## src/rtl/gcd_arbiter_if.sv

```systemverilog
// gcd_arbiter_if -- requester-side bus of the GCD arbiter.
//
// Four requesters share one GCD core. Requester i packs its operands in
// req_a/req_b bits [i*WIDTH +: WIDTH].
//   req_valid  per-requester request pending
//   req_a/b    packed operands
//   req_ready  one-hot, one-cycle grant pulse
//   rsp_valid  one-hot, result held for the owning requester
//   rsp_data   GCD result
//   rsp_ack    per-requester response consume
// Modports: master = requester side, slave = arbiter side.
interface gcd_arbiter_if #(
    parameter int WIDTH = 8
);
    logic [3:0]         req_valid;
    logic [4*WIDTH-1:0] req_a;
    logic [4*WIDTH-1:0] req_b;
    logic [3:0]         req_ready;
    logic [3:0]         rsp_valid;
    logic [WIDTH-1:0]   rsp_data;
    logic [3:0]         rsp_ack;

    modport master (
        output req_valid, req_a, req_b, rsp_ack,
        input  req_ready, rsp_valid, rsp_data
    );

    modport slave (
        input  req_valid, req_a, req_b, rsp_ack,
        output req_ready, rsp_valid, rsp_data
    );
endinterface

```

## src/rtl/gcd_arbiter.sv

```systemverilog
// gcd_arbiter -- round-robin arbiter sharing one GCD core among 4 requesters.
//
// Ports:
//   sys_clk, sys_rst        clock, asynchronous active-high reset
//   bus (slave)             requester bus (see gcd_arbiter_if)
//   gcd_operand_A/B         operands to the core, held from ISSUE to end of WAIT
//   gcd_input_available     core idle
//   gcd_input_ready         one-cycle pulse starting the core
//   gcd_result_rdy/data     core result valid/value
//   gcd_result_taken        one-cycle pulse releasing the core result
//   busy                    high whenever not IDLE
//   done_cnt                completed transactions (wraps)
//
// Optional feature: define GCD_ARB_ZERO_BYPASS_EN to answer requests with a
// zero operand directly (result = a | b) without using the core.
module gcd_arbiter #(
    parameter int WIDTH = 8
) (
    input  logic             sys_clk,
    input  logic             sys_rst,
    gcd_arbiter_if.slave     bus,
    output logic [WIDTH-1:0] gcd_operand_A,
    output logic [WIDTH-1:0] gcd_operand_B,
    input  logic             gcd_input_available,
    output logic             gcd_input_ready,
    input  logic             gcd_result_rdy,
    input  logic [WIDTH-1:0] gcd_result_data,
    output logic             gcd_result_taken,
    output logic             busy,
    output logic [15:0]      done_cnt
);

    typedef enum logic [1:0] {IDLE, ISSUE, WAIT, RESP} state_t;

    state_t     state;
    logic [1:0] owner;
    logic [1:0] rr_ptr;

    // Round-robin pick: scan offsets 3..0 from rr_ptr so the lowest
    // offset with a pending request is the last (winning) assignment.
    logic             win_any;
    logic [1:0]       win_idx;
    logic [1:0]       cand;
    logic [WIDTH-1:0] win_a;
    logic [WIDTH-1:0] win_b;
    logic             grant_ok;

    always_comb begin
        win_any = 1'b0;
        win_idx = rr_ptr;
        cand    = '0;
        for (int k = 3; k >= 0; k--) begin
            cand = rr_ptr + 2'(k);
            if (bus.req_valid[cand]) begin
                win_any = 1'b1;
                win_idx = cand;
            end
        end
    end

    assign win_a = bus.req_a[win_idx*WIDTH +: WIDTH];
    assign win_b = bus.req_b[win_idx*WIDTH +: WIDTH];

`ifdef GCD_ARB_ZERO_BYPASS_EN
    logic win_zero;
    assign win_zero = (win_a == '0) || (win_b == '0);
    // A zero-operand winner never touches the core, so it need not wait
    // for the core to be available.
    assign grant_ok = win_any && (gcd_input_available || win_zero);
`else
    assign grant_ok = win_any && gcd_input_available;
`endif

    always_ff @(posedge sys_clk or posedge sys_rst) begin
        if (sys_rst) begin
            state            <= IDLE;
            owner            <= '0;
            rr_ptr           <= '0;
            done_cnt         <= '0;
            busy             <= 1'b0;
            bus.req_ready    <= '0;
            bus.rsp_valid    <= '0;
            bus.rsp_data     <= '0;
            gcd_operand_A    <= '0;
            gcd_operand_B    <= '0;
            gcd_input_ready  <= 1'b0;
            gcd_result_taken <= 1'b0;
        end else begin
            // Pulses default low; each is raised for exactly one cycle below.
            bus.req_ready    <= '0;
            gcd_input_ready  <= 1'b0;
            gcd_result_taken <= 1'b0;
            case (state)
                IDLE: begin
                    if (grant_ok) begin
                        owner         <= win_idx;
                        bus.req_ready <= 4'b0001 << win_idx;
                        busy          <= 1'b1;
`ifdef GCD_ARB_ZERO_BYPASS_EN
                        if (win_zero) begin
                            bus.rsp_data  <= win_a | win_b;
                            bus.rsp_valid <= 4'b0001 << win_idx;
                            state         <= RESP;
                        end else begin
                            gcd_operand_A <= win_a;
                            gcd_operand_B <= win_b;
                            state         <= ISSUE;
                        end
`else
                        gcd_operand_A <= win_a;
                        gcd_operand_B <= win_b;
                        state         <= ISSUE;
`endif
                    end
                end
                ISSUE: begin
                    gcd_input_ready <= 1'b1;
                    state           <= WAIT;
                end
                WAIT: begin
                    if (gcd_result_rdy) begin
                        bus.rsp_data     <= gcd_result_data;
                        bus.rsp_valid    <= 4'b0001 << owner;
                        gcd_result_taken <= 1'b1;
                        state            <= RESP;
                    end
                end
                RESP: begin
                    if (bus.rsp_ack[owner]) begin
                        bus.rsp_valid <= '0;
                        rr_ptr        <= owner + 2'd1;
                        done_cnt      <= done_cnt + 16'd1;
                        busy          <= 1'b0;
                        state         <= IDLE;
                    end
                end
                default: state <= IDLE;
            endcase
        end
    end

endmodule

```

## src/flat_wrapper.sv

```systemverilog
// flat-port wrapper written by rule: the top's interface ports become plain ports
module gcd_arbiter_flat 
#(
    parameter int WIDTH = 8
)
  (sys_clk, sys_rst, gcd_operand_A, gcd_operand_B, gcd_input_available, gcd_input_ready, gcd_result_rdy, gcd_result_data, gcd_result_taken, busy, done_cnt, bus_req_valid, bus_req_a, bus_req_b, bus_rsp_ack, bus_req_ready, bus_rsp_valid, bus_rsp_data);
  gcd_arbiter_if #(.WIDTH(WIDTH)) bus_i ();
  input  logic sys_clk;
  input  logic sys_rst;
  output logic [WIDTH-1:0] gcd_operand_A;
  output logic [WIDTH-1:0] gcd_operand_B;
  input  logic gcd_input_available;
  output logic gcd_input_ready;
  input  logic gcd_result_rdy;
  input  logic [WIDTH-1:0] gcd_result_data;
  output logic gcd_result_taken;
  output logic busy;
  output logic [15:0] done_cnt;
  input wire logic [$bits(bus_i.req_valid)-1:0] bus_req_valid;
  input wire logic [$bits(bus_i.req_a)-1:0] bus_req_a;
  input wire logic [$bits(bus_i.req_b)-1:0] bus_req_b;
  input wire logic [$bits(bus_i.rsp_ack)-1:0] bus_rsp_ack;
  output wire logic [$bits(bus_i.req_ready)-1:0] bus_req_ready;
  output wire logic [$bits(bus_i.rsp_valid)-1:0] bus_rsp_valid;
  output wire logic [$bits(bus_i.rsp_data)-1:0] bus_rsp_data;
  assign bus_i.req_valid = bus_req_valid;
  assign bus_i.req_a = bus_req_a;
  assign bus_i.req_b = bus_req_b;
  assign bus_i.rsp_ack = bus_rsp_ack;
  assign bus_req_ready = bus_i.req_ready;
  assign bus_rsp_valid = bus_i.rsp_valid;
  assign bus_rsp_data = bus_i.rsp_data;
  gcd_arbiter #(.WIDTH(WIDTH)) u_core (.sys_clk(sys_clk), .sys_rst(sys_rst), .bus(bus_i), .gcd_operand_A(gcd_operand_A), .gcd_operand_B(gcd_operand_B), .gcd_input_available(gcd_input_available), .gcd_input_ready(gcd_input_ready), .gcd_result_rdy(gcd_result_rdy), .gcd_result_data(gcd_result_data), .gcd_result_taken(gcd_result_taken), .busy(busy), .done_cnt(done_cnt));
endmodule
```

## config.mk

```make
export PLATFORM = sky130hd
export DESIGN_NAME = gcd_arbiter_flat
export DESIGN_NICKNAME = d
export VERILOG_FILES = /design/src/rtl/gcd_arbiter_if.sv /design/src/rtl/gcd_arbiter.sv /design/src/flat_wrapper.sv
export SDC_FILE = /design/constraint.sdc
export NUM_CORES = 1
export LEC_CHECK = 0
export BUFFER_PORTS_ARGS = -buffer_cell sky130_fd_sc_hd__clkbuf_2
export CAP_MARGIN = 30
export CORE_ASPECT_RATIO = 2
export CORE_MARGIN = 2
export CORE_UTILIZATION = 43
export CTS_CLUSTER_SIZE = 8
export DETAILED_ROUTE_END_ITERATION = 10
export GPL_TIMING_DRIVEN = 0
export PLACE_DENSITY = 0.76
export REMOVE_ABC_BUFFERS = 1
export SKIP_CTS_REPAIR_TIMING = 1
export SYNTH_ARGS = -nofsm -noshare
export SYNTH_HDL_FRONTEND = slang
export SYNTH_SLANG_ARGS = --single-unit
```

## constraint.sdc

```tcl
create_clock -name sys_clk -period 1.56 [get_ports sys_clk]
set_input_delay 0.078 -clock sys_clk [delete_from_list [all_inputs] [get_ports sys_clk]]
set_output_delay 0.078 -clock sys_clk [all_outputs]
set_load 0.01 [all_outputs]
```

After elaboration in Yosys (flattened, before gate mapping)
Cells that the tools add are included.
{"block": "totals", "ramBits": 0, "in_bits": 84, "elab_cells": 75, "latchBits": 0, "mem_count": 0, "reg_bits": 57, "mem_bits_ro": 0, "output_inout_bits": 51}
{"block": "classes", "order_cmp": 5, "n_mux": 33, "shift": 4, "multipliers": 0, "n_bitwise": 0, "reduce_logical": 10, "n_div": 0, "n_addsub": 5, "n_eq_ne": 6}
{"cell": "variable part select 32 x 6 -> 8 bit", "n": 2}
{"cell": "adder 16 x 1 -> 16 bit (second input constant)", "n": 1}
{"cell": "2-to-1 mux 4 bit", "n": 4}
{"cell": "less-than comparator 2 x 3 -> 1 bit (second input constant)", "n": 5}
{"cell": "2-to-1 mux 1 bit", "n": 14}
{"cell": "2-to-1 mux 2 bit", "n": 7}
{"cell": "binary-select mux 1 bit (select 2 bit)", "n": 5}
{"cell": "AND reduction 3 bit", "n": 3}
{"cell": "one-hot mux 2 bit (4 select lines)", "n": 1}
{"cell": "one-hot mux 4 bit (2 select lines)", "n": 1}
{"cell": "left shift 1 x 2 -> 4 bit (first input constant)", "n": 2}
{"cell": "AND reduction 2 bit", "n": 3}
{"cell": "adder 2 x 1 -> 2 bit (second input constant)", "n": 2}
{"cell": "adder 2 bit (second input constant)", "n": 2}
{"cell": "equality test 2 bit (second input constant)", "n": 2}
{"cell": "!= test 2 x 1 -> 1 bit (second input constant)", "n": 2}
{"cell": "nonzero test 2 bit", "n": 2}
{"cell": "equality test 2 x 1 -> 1 bit (second input constant)", "n": 1}
{"cell": "zero test 2 bit", "n": 1}
{"cell": "!= test 2 bit (second input constant)", "n": 1}
{"cell": "one-hot mux 1 bit (2 select lines)", "n": 1}
{"cell": "logical AND 1 bit", "n": 1}

Depth between registers and ports, before layout
Gate-level depths: netlist of run 1.
{"block": "depth", "ltp_word": 10, "mapped_depth": 8, "depth_no_buf": 7}

Worst setup path before layout of run 1
OpenSTA, ideal clock, no wires.
{"block": "synth_path", "path_kind": "flip-flop to flip-flop", "start": "reg u_core.rr_ptr[1]", "end": "reg u_core.gcd_operand_B[7]", "setup_time_ns": 0.140, "slack_ns": -0.138, "n_path_buf": 1, "path_stages_with_launch": 7, "synth_period_minus_slack_ns": 1.698, "arrival_time_ns": 1.559, "t_required_ns": 1.420, "path_cell_list": "dfrtp_1 -> and3b_1 -> nor4_4 -> o21ai_4 -> buf_6 -> a211oi_2 -> a211oi_2"}
{"block": "synth_via", "elab_chain_len": 9, "elab_cells_between_ends": 22, "cone_classes": "3 x add/sub; 1 x shift; 16 x mux; 2 x reduce/logical"}
{"element": "start, declared", "line_no": "gcd_arbiter.sv:37", "source": "logic [1:0] rr_ptr;"}
{"element": "start signal, assigned", "line_no": "gcd_arbiter.sv:131", "source": "rr_ptr <= owner + 2'd1;"}
{"element": "parallel branches: the longest is 9 deep, another holds adder 2 bit"}
{"element": "end signal, assigned", "line_no": "gcd_arbiter.sv:111", "source": "gcd_operand_B <= win_b;"}
{"element": "end, declared", "line_no": "gcd_arbiter.sv:23", "source": "output logic [WIDTH-1:0] gcd_operand_B,"}
Parallel ways; which one is timed is not known. The select of a mux whose other input is x is not followed.
A chain may end at the register's enable or synchronous reset.

Final worst setup path of run 1
{"block": "layout_path", "start": "reg u_core.rr_ptr[1]", "end": "reg u_core.gcd_operand_A[5]"}
{"block": "layout_via", "elab_chain_len": 9, "elab_cells_between_ends": 22, "cone_classes": "3 x add/sub; 1 x shift; 16 x mux; 2 x reduce/logical"}
{"element": "parallel branches: the longest is 9 deep, another holds adder 2 bit"}
{"element": "end signal, assigned", "line_no": "gcd_arbiter.sv:110", "source": "gcd_operand_A <= win_a;"}
{"element": "end, declared", "line_no": "gcd_arbiter.sv:22", "source": "output logic [WIDTH-1:0] gcd_operand_A,"}
Parallel ways; which one is timed is not known. The select of a mux whose other input is x is not followed.

==> results.yml, run 1 <==
placed_design:
  gp_congestion: 0.8374
  portBuffers: 134
  dpl.hpwl_mm: 5.734
  dpl.cell_count: 487
synthesis:
  ys.flop_type: "dfrtp_1"
  async_flop_share_pct: 100.0
  postSynthRegisterBits: 57
  ys_types: 43
  synth-edff-count: 0
  yosysTopAreaCell: "dfrtp_1"
  yosysTopAreaCellShare_pct: 46.04
  synth_seq_area_share_pct: 46.04
  syn_avg_cell_area_um2: 11.43
  yosys_warnings: 0
  synth_area_mm2: 0.003098
  synth.area.top_cells: "dfrtp_1 46%, mux2i_1 5.2%, a211oi_1 5.1%"
  syn_inst: 271
floorplanning:
  die_width_um: 64.02
  dieArea_mm2: 0.007941
  fp.coreArea_mm2: 0.006940
  die_h_um: 124.0
  pin_count: 135
  fp-row-count: 43
  initial_utilization_pct: 44.64
routing:
  antenna_left: 0
  via_per_inst: 5.233
  drt_iter0_drc: 103
  drt_pass1_iterations: 4
  top_layer: "met4"
  drc: 0
  routed_wl_mm: 8.908
  wl_per_cell_um: 16.59
  vias: 2810
  met2RoutedLength_mm: 5.105
  met3RoutedLength_um: 436
  met1_length_mm: 3.165
sta:
  fin_crit_sh_pct: 110.4
  fin_skew_ps: 4.485
  slew_viol_final: 0
  tns_ps: -2699
  period_needed_ps: 1723
  worst_hold_slack_ps: -13.38
  slew_headroom_pct: 53.76
  max_freq_ghz: 0.5805
  worst_slack_ps: -162.7
  hold_viol_final: 1
  tightest_slew_ps: 691.3
  grt_setup_unrepaired: "true"
  setup_viol: 28
setup_path:
  worst_r2r_endpoint: "u_core.gcd_operand_A[5]$_DFFE_PP0P_"
  r2r_start: "u_core.rr_ptr[1]$_DFFE_PP0P_"
  required_ps: 1770
  path_max_fanout: 6
  r2r_slack_ps: -160
  worstSetupEndpointType: "flip-flop"
  start_kind: "flip-flop"
  critPathArrivalTime_ps: 1930
  reg2regPathDepth: 6
  crit_type: "reg2reg"
final_layout:
  layout.nets: 536
  n_fill_cell: 507
  synthToLayoutAreaGrowth_pct: 58.08
  final_common_cell: "clkbuf_2"
  drive_gt1_share_pct: 60.85
  final_cells: 537
  layout_common_cells: "134 x clkbuf_2, 51 x dfrtp_1, 23 x a211oi_2"
  fin_util_pct: 70.56
  num_antenna_cells: 0
grt:
  grt_pass1_vias: 2751
  grt_usage_pct: 20.20
  grt_max_degree: 38
  grt_first_pass_wirelength_mm: 12.32
  grt.overflow.total: 0
  antenna_found_initial: 0
clock_network:
  clock-sinks: 57
  cts_made_buffers: 9
  clockBufferDepth: 2
  cts_tree: "yes"
  cts_max_level: 3
  clkTransAtPathRegs_ps: 50
  clk_latency_ps: 330
  root_buffer: "clkbuf_16"
worst_hold_path:
  hp-class: "in2reg"
  holdPathStages: 2
  min_from: "gcd_result_data[0]"
  holdPathEnd: "u_core.bus.rsp_data[0]$_DFFE_PP0P_"
outcome:
  run_status: "complete, but fails checks"
  violations: "hold timing, setup timing"
pwr:
  ir_drop_mv: 1.093
  power_per_cell_area_mw_per_mm2: 1749
  leakagePower_nw: 2.368
flow_run:
  maxCapViolCount: 0
-- where the power goes --
| part | leakage (nW) | internal (mW) | total, mW | switching, mW |
|---|---|---|---|---|
| Combinational | 1.52 | 1.92 | 3.99 | 2.07 |
| Clock | 0.157 | 1.49 | 2.15 | 0.669 |
| Sequential | 0.693 | 2.03 | 2.43 | 0.393 |
| Total | 2.37 | 5.44 | 8.57 | 3.13 |
-- worst max path at each step --
stage	startpoint	end	slack [ps]	cells after the start
6_report	u_core.rr_ptr[1]$_DFFE_PP0P_	u_core.gcd_operand_A[5]$_DFFE_PP0P_	-160	6
5_1_grt	u_core.rr_ptr[1]$_DFFE_PP0P_	u_core.gcd_operand_A[5]$_DFFE_PP0P_	-220	6
4_1_cts	u_core.state[0]$_DFFE_PP0P_	u_core.gcd_operand_B[1]$_DFFE_PP0P_	-960	7
3_5_place_dp	u_core.state[0]$_DFFE_PP0P_	u_core.gcd_operand_B[1]$_DFFE_PP0P_	-960	7
3_3_place_gp	u_core.state[0]$_DFFE_PP0P_	u_core.gcd_operand_A[6]$_DFFE_PP0P_	-980	7
2_1_floorplan	u_core.state[0]$_DFFE_PP0P_	u_core.gcd_operand_A[5]$_DFFE_PP0P_	-410	7
-- sequential cells by signal, indices dropped and copies added, names as in the netlist --
name,count
u_core.bus.req_ready,4
u_core.bus.rsp_valid,4
u_core.rr_ptr,2
u_core.gcd_operand_A,8
u_core.owner,2
u_core.gcd_result_taken,1
u_core.bus.rsp_data,8
u_core.state,2
u_core.gcd_input_ready,1
u_core.busy,1
u_core.done_cnt,16
u_core.gcd_operand_B,8
-- worst max-delay path, cell delays in order, from the launching register on --
cell and delay, ps:
dfrtp_2 420, and3b_2 220, nor4_4 400, o21ai_4 140, clkbuf_16 190, a211oi_2 180
a211oi_2 50
-- stage by stage --
step | setup WS, ps | power [mW] | cell area [µm²] | hold WS, ps
final | -162.7 | 8.566 | 4897 | -13.38
after global placement | -975.5 | 5.141 | 3816 | 312.7
after floorplan | -411.7 | 4.250 | 3033 | 228.6
after detailed placement | -957.0 | 5.275 | 3847 | 122.8
after CTS | -962.7 | 7.445 | 4172 | -226.0
after global routing | -223.2 | 9.051 | 4897 | 4.443
-- cells by family after synthesis --
group,share of synthesized area [%]
compound gates,15.67
xor+xnor,4.241
fa+ha+maj,4.039
buf+inv,3.433
flops,46.04
mux,9.895
simple gates,16.68
-- routing by layer --
layer / GRT usage, % / vias to the layer above
li1: - / 1339
met1: 19.89 / 1356
met2: 38.67 / 100
met3: 5.420 / 15
met4: 8.560 / 0
met5: 0 / -
-- synthesized netlist by cell type (2+ instances only) --
| cell | count |
|---|---|
| nor2_1 | 22 |
| mux2i_1 | 16 |
| o21ai_4 | 2 |
| and4_1 | 17 |
| nand4_1 | 2 |
| ha_1 | 10 |
| mux2_2 | 11 |
| a211oi_1 | 21 |
| a21oi_1 | 2 |
| a211oi_2 | 12 |
| xnor2_1 | 12 |
| o21a_1 | 2 |
| inv_1 | 11 |
| xor2_1 | 3 |
| buf_2 | 3 |
| o21ai_0 | 8 |
| dfrtp_1 | 57 |
| nor2b_1 | 2 |
| and3_1 | 3 |
| and2_1 | 3 |
| nand3_1 | 5 |
| clkbuf_1 | 2 |
| buf_4 | 2 |
| nand2_1 | 19 |
| nor4_4 | 2 |
| buf_6 | 2 |
| nor3_1 | 4 |
-- layout make-up --
type	instances	area (µm²)	share of cell area (%)
Clock buffer	14	264.0	5.391
Sequential cell	57	1434	29.28
Multi-Input combinational cell	196	1918	39.17
Timing Repair Buffer	167	1067	21.79
Clock inverter	2	60.06	1.226
Inverter	11	41.29	0.8431
Tap cell	90	112.6	2.299
(Power assumes the default switching activity.)
==> run 2: changes to the inputs <==
==> constraint.sdc (replaced) <==
create_clock -name sys_clk -period 1.46 [get_ports sys_clk]
set_input_delay 0.073 -clock sys_clk [delete_from_list [all_inputs] [get_ports sys_clk]]
set_output_delay 0.073 -clock sys_clk [all_outputs]
set_load 0.01 [all_outputs]
==> results.yml, run 2 (synthesis gave the netlist of run 1 again) <==
outcome:
  run_status: "complete, but fails checks"
  violations: "setup timing"
sta:
  setup_viol: 45
  worst_hold_slack_ps: 58.02
  fin_crit_sh_pct: 117.9
  hold_viol_final: 0
  period_needed_ps: 1721
  tightest_slew_ps: 692.6
  worst_slack_ps: -261.0
  fin_skew_ps: 4.096
  grt_setup_unrepaired: "true"
  slew_headroom_pct: 53.67
  slew_viol_final: 0
  max_freq_ghz: 0.5811
grt:
  grt_usage_pct: 20.20
  grt_pass1_vias: 2751
  grt.overflow.total: 0
  grt_max_degree: 38
  grt_first_pass_wirelength_mm: 12.32
  antenna_found_initial: 0
final_layout:
  layout_common_cells: "134 x clkbuf_2, 51 x dfrtp_1, 23 x a211oi_2"
  final_common_cell: "clkbuf_2"
  top_register: "u_core.done_cnt"
  largest_reg_flops: 16
  synthToLayoutAreaGrowth_pct: 62.48
  num_antenna_cells: 0
  drive_gt1_share_pct: 62.25
  layout.nets: 542
  fin_util_pct: 72.53
routing:
  via_per_inst: 5.304
  vias: 2880
  drt_pass1_iterations: 4
  antenna_left: 0
  drt_iter0_drc: 144
  routed_wl_mm: 9.362
  wl_per_cell_um: 17.24
  drc: 0
worst_hold_path:
  min_from: "bus_req_a[18]"
  hp-class: "in2reg"
setup_path:
  start_kind: "flip-flop"
  critPathArrivalTime_ps: 1930
  path_max_fanout: 6
  worstSetupEndpointType: "flip-flop"
  crit_type: "reg2reg"
  startpoint: "u_core.rr_ptr[1]$_DFFE_PP0P_"
  required_ps: 1670
  r2r_start: "u_core.rr_ptr[1]$_DFFE_PP0P_"
clock_network:
  root_buffer: "clkbuf_16"
  clock-sinks: 57
  cts_max_level: 3
  clkTransAtPathRegs_ps: 50
  clockBufferDepth: 2
  cts_made_buffers: 9
  clk_latency_ps: 330
  cts_tree: "yes"
placed_design:
  dpl.hpwl_mm: 5.734
  gp_congestion: 0.8374
  portBuffers: 134
  pre_cts_ws_ps: -1057
floorplanning:
  die_h_um: 124.0
  pin_count: 135
  fp-row-count: 43
  die_width_um: 64.02
  fp.coreArea_mm2: 0.006940
  dieArea_mm2: 0.007941
  initial_utilization_pct: 44.64
flow_run:
  maxCapViolCount: 0
pwr:
  power_per_cell_area_mw_per_mm2: 1890
  leakagePower_nw: 2.441
  ir_drop_mv: 1.172
  power.total_mw: 9.513
## run 2: changes by cell type in the layout (fill, tap and decap cells not counted), sizes merged
cell         before  now
buf              23   27
dlygate4sd3       7    9
## run 2: path summary, 6_finish.rpt
| path | endpoint | slack (ps) | depth (start not counted) |
|---|---|---|---|
| worst max-delay path | u_core.gcd_operand_A[5]$_DFFE_PP0P_ | -260 | 6 |
| worst min-delay path | u_core.gcd_operand_A[2]$_DFFE_PP0P_ | 60 | 3 |
| worst max register to register | u_core.gcd_operand_A[5]$_DFFE_PP0P_ | -260 | 6 |
| worst min register to register | u_core.done_cnt[15]$_DFFE_PP0P_ | 460 | 1 |
| max in group asynchronous | u_core.rr_ptr[0]$_DFFE_PP0P_ | 560 | 4 |
| min in group asynchronous | u_core.bus.req_ready[0]$_DFF_PP0_ | 320 | 3 |
## run 2: per-layer routing
layer  vias up  GRT usage [%]  routed length [µm]
met2       112          38.67                5394
met3        17          5.420                 453
met4         0          8.560                 203
li1       1354              -                   -
met5         -              0                   0
met1      1397          19.89                3309
## run 2: cell type report
type / instances / area, µm²
Clock buffer: 14 / 264.0
Clock inverter: 2 / 60.06
Fill cell: 489 / 1907
Inverter: 11 / 43.79
Multi-Input combinational cell: 196 / 1987
Sequential cell: 57 / 1434
Tap cell: 90 / 112.6
Timing Repair Buffer: 173 / 1132
## run 2: worst max-delay path: stages (launching register included)
cell	delay, ps
dfrtp_2	420
and3b_2	220
nor4_4	400
o21ai_4	140
clkbuf_16	190
a211oi_2	180
a211oi_2	50
## run 2: stage by stage
step	TNS, ps	cells	cell area (µm²)
floorplan	-11740	261	3033
global placement	-64920	485	3816
detailed placement	-26010	487	3847
CTS	-26640	503	4172
global route	-10480	543	5034
finish	-8156	543	5034
## run 2: where the power goes
| group | switching [mW] | leakage, nW | internal [mW] |
|---|---|---|---|
| combinational | 2.36 | 1.59 | 2.24 |
| sequential | 0.443 | 0.693 | 2.17 |
| clock | 0.707 | 0.157 | 1.59 |
==> run 3: changes to the inputs <==
--- a/config.mk
+++ b/config.mk
@@ -5,15 +5,16 @@
 export SDC_FILE = /design/constraint.sdc
 export NUM_CORES = 1
 export LEC_CHECK = 0
+export ABC_AREA = 1
 export BUFFER_PORTS_ARGS = -buffer_cell sky130_fd_sc_hd__clkbuf_2
 export CAP_MARGIN = 30
 export CORE_ASPECT_RATIO = 2
 export CORE_MARGIN = 2
-export CORE_UTILIZATION = 43
+export CORE_UTILIZATION = 44
 export CTS_CLUSTER_SIZE = 8
 export DETAILED_ROUTE_END_ITERATION = 10
 export GPL_TIMING_DRIVEN = 0
-export PLACE_DENSITY = 0.76
+export PLACE_DENSITY = 0.77
 export REMOVE_ABC_BUFFERS = 1
 export SKIP_CTS_REPAIR_TIMING = 1
 export SYNTH_ARGS = -nofsm -noshare
==> results.yml, run 3 <==
synthesis:
  syn_inst: 425
  synth_common_cells: "142 x nand2_1, 98 x nand3_1, 57 x dfrtp_1, 29 x inv_1, 17 x nor2_1"
  yosysTopAreaCell: "dfrtp_1"
  synth.area.top_cells: "dfrtp_1 44%, nand2_1 16%, nand3_1 15%"
  synth.most_common_cell: "nand2_1"
  postSynthRegisterBits: 57
  synth-edff-count: 0
  ys.flop_type: "dfrtp_1"
  yosys_warnings: 0
  async_flop_share_pct: 100.0
  synth_seq_area_share_pct: 43.76
  yosysTopAreaCellShare_pct: 43.76
  synth_area_mm2: 0.003259
  ys_types: 27
  syn_avg_cell_area_um2: 7.669
placed_design:
  placed_area_mm2: 0.003944
  dpl.cell_count: 636
  gp_congestion: 0.8124
  pre_cts_ws_ps: -1360
  portBuffers: 134
  dpl.hpwl_mm: 6.316
routing:
  vias: 3872
  antenna_left: 0
  drt_iter0_drc: 188
  routed_wl_mm: 12.49
  wl_per_cell_um: 17.20
  drt_pass1_iterations: 5
  drc: 0
  via_per_inst: 5.333
pwr:
  switching_share_pct: 47.20
  power_per_cell_area_mw_per_mm2: 2495
  p_comb_share_pct: 64.2
  leakagePower_nw: 2.931
  seq_power_share_pct: 19.4
  internal-power_mw: 7.310
  power.total_mw: 13.84
  clock_power_share_pct: 16.4
  ir_drop_mv: 1.414
  p_switching_mw: 6.535
setup_path:
  path_max_fanout: 12
  critPathArrivalTime_ps: 2300
  start_kind: "flip-flop"
  worstSetupEndpointType: "flip-flop"
  required_ps: 1680
  crit_type: "reg2reg"
floorplanning:
  dieArea_mm2: 0.008154
  die_h_um: 125.7
  fp-row-count: 44
  initial_utilization_pct: 45.19
  die_width_um: 64.86
  pin_count: 135
  fp.coreArea_mm2: 0.007212
clock_network:
  root_buffer: "clkbuf_16"
  clockBufferDepth: 2
  clk_latency_ps: 330
  cts_tree: "yes"
  clkTransAtPathRegs_ps: 50
  cts_max_level: 3
  cts_made_buffers: 9
  clock-sinks: 57
sta:
  worst_slack_ps: -619.0
  slew_headroom_pct: 63.22
  fin_crit_sh_pct: 142.4
  tightest_slew_ps: 547.4
  tns_ps: -17130
  fin_skew_ps: 5.997
  setup_viol: 44
  period_needed_ps: 2079
  slew_viol_final: 0
  max_freq_ghz: 0.4810
  grt_setup_unrepaired: "true"
  hold_viol_final: 1
  worst_hold_slack_ps: -52.13
final_layout:
  final_cells: 726
  n_fill_cell: 503
  largest_reg_flops: 16
  layout.nets: 723
  final_common_cell: "clkbuf_2"
  fin_area_mm2: 0.005549
  seqCellArea_mm2: 0.001435
  num_antenna_cells: 0
  synthToLayoutAreaGrowth_pct: 70.25
  top_register: "u_core.done_cnt"
  multi_input_area_mm2: 0.002196
  fin_util_pct: 76.94
  layout_common_cells: "134 x clkbuf_2, 102 x nand2_1, 69 x nand3_1"
  drive_gt1_share_pct: 51.42
grt:
  antenna_found_initial: 0
  grt_usage_pct: 22.06
  grt_first_pass_wirelength_mm: 13.97
  grt_max_degree: 35
  grt.overflow.total: 0
  grt_pass1_vias: 3175
worst_hold_path:
  hp-class: "in2reg"
outcome:
  run_status: "complete, but fails checks"
  violations: "hold timing, setup timing"
flow_run:
  maxCapViolCount: 0
## run 3: cell count changes after synthesis, sizes merged, moves of 4 or more
| cell | before | now |
|---|---|---|
| buf | 7 | 16 |
| nor2 | 23 | 18 |
| and4 | 17 | 0 |
| inv | 11 | 36 |
| nand3 | 6 | 100 |
| xnor2 | 12 | 3 |
| mux2 | 11 | 0 |
| xor2 | 3 | 9 |
| nand4 | 2 | 6 |
| mux2i | 16 | 0 |
| a211oi | 33 | 0 |
| nand2 | 20 | 145 |
## run 3: kinds of logic (layout without fill, tap and decap cells)
kind of cell | Yosys count | count (layout) | share of synthesized area (%)
AOI/OAI and AO/OA | 17 | 17 | 2.649
xor gates and xnor gates | 12 | 12 | 3.225
adders and majority gates | 10 | 10 | 3.839
DFF | 57 | 57 | 43.76
buffers and inverters | 53 | 252 | 8.138
and+or+nand+nor | 276 | 286 | 38.39
## run 3: worst paths after layout
path / startpoint / endpoint / slack, ps / cells past startpoint
max: u_core.rr_ptr[0]$_DFFE_PP0P_ / u_core.gcd_operand_B[1]$_DFFE_PP0P_ / -620 / 13
min: gcd_result_data[2] / u_core.bus.rsp_data[2]$_DFFE_PP0P_ / -50 / 3
max reg2reg: u_core.rr_ptr[0]$_DFFE_PP0P_ / u_core.gcd_operand_B[1]$_DFFE_PP0P_ / -620 / 13
min reg2reg: u_core.gcd_operand_A[6]$_DFFE_PP0P_ / u_core.gcd_operand_A[6]$_DFFE_PP0P_ / 480 / 2
max in group asynchronous: sys_rst / u_core.rr_ptr[0]$_DFFE_PP0P_ / 550 / 4
min in group asynchronous: sys_rst / u_core.bus.rsp_data[6]$_DFFE_PP0P_ / 330 / 3
## run 3: per-layer routing
metal / global-route usage [%] / wire length [µm] / up-vias
met3: 5.000 / 568 / 51
met5: 0 / 0 / -
met2: 42.27 / 7097 / 186
met4: 8.761 / 546 / 0
met1: 21.94 / 4274 / 1829
li1: - / - / 1806
## run 3: final cells by class
class / instances / share of cell area [%]
clock inverters: 1 / 0.5412
multi-input cells: 325 / 39.57
flip-flops and latches: 57 / 25.86
inverters: 37 / 3.337
well taps: 92 / 2.074
repair buffers: 199 / 23.25
clock buffers: 15 / 5.366
## run 3: worst max-delay path, stage by stage (launching register included)
cell     delay (ps)
dfrtp_4         550
buf_6           170
nand2_4          70
nand2_4          60
nand2_4         100
nand2_4          70
buf_4           140
nor2_1          120
nand2_1         120
nand3_4         150
buf_6           190
nand3_1         100
nand3_2          70
nand2_1          60
## run 3: power by group through the flow
stage,sequential (mW),combinational (mW),clock [mW]
final,2.69,8.89,2.27
after global routing,2.74,9.54,2.35
after CTS,2.61,4.81,2.27
after detailed placement,2.62,4.80,0
after global placement,2.61,4.65,0
after floorplan,2.79,3.11,0
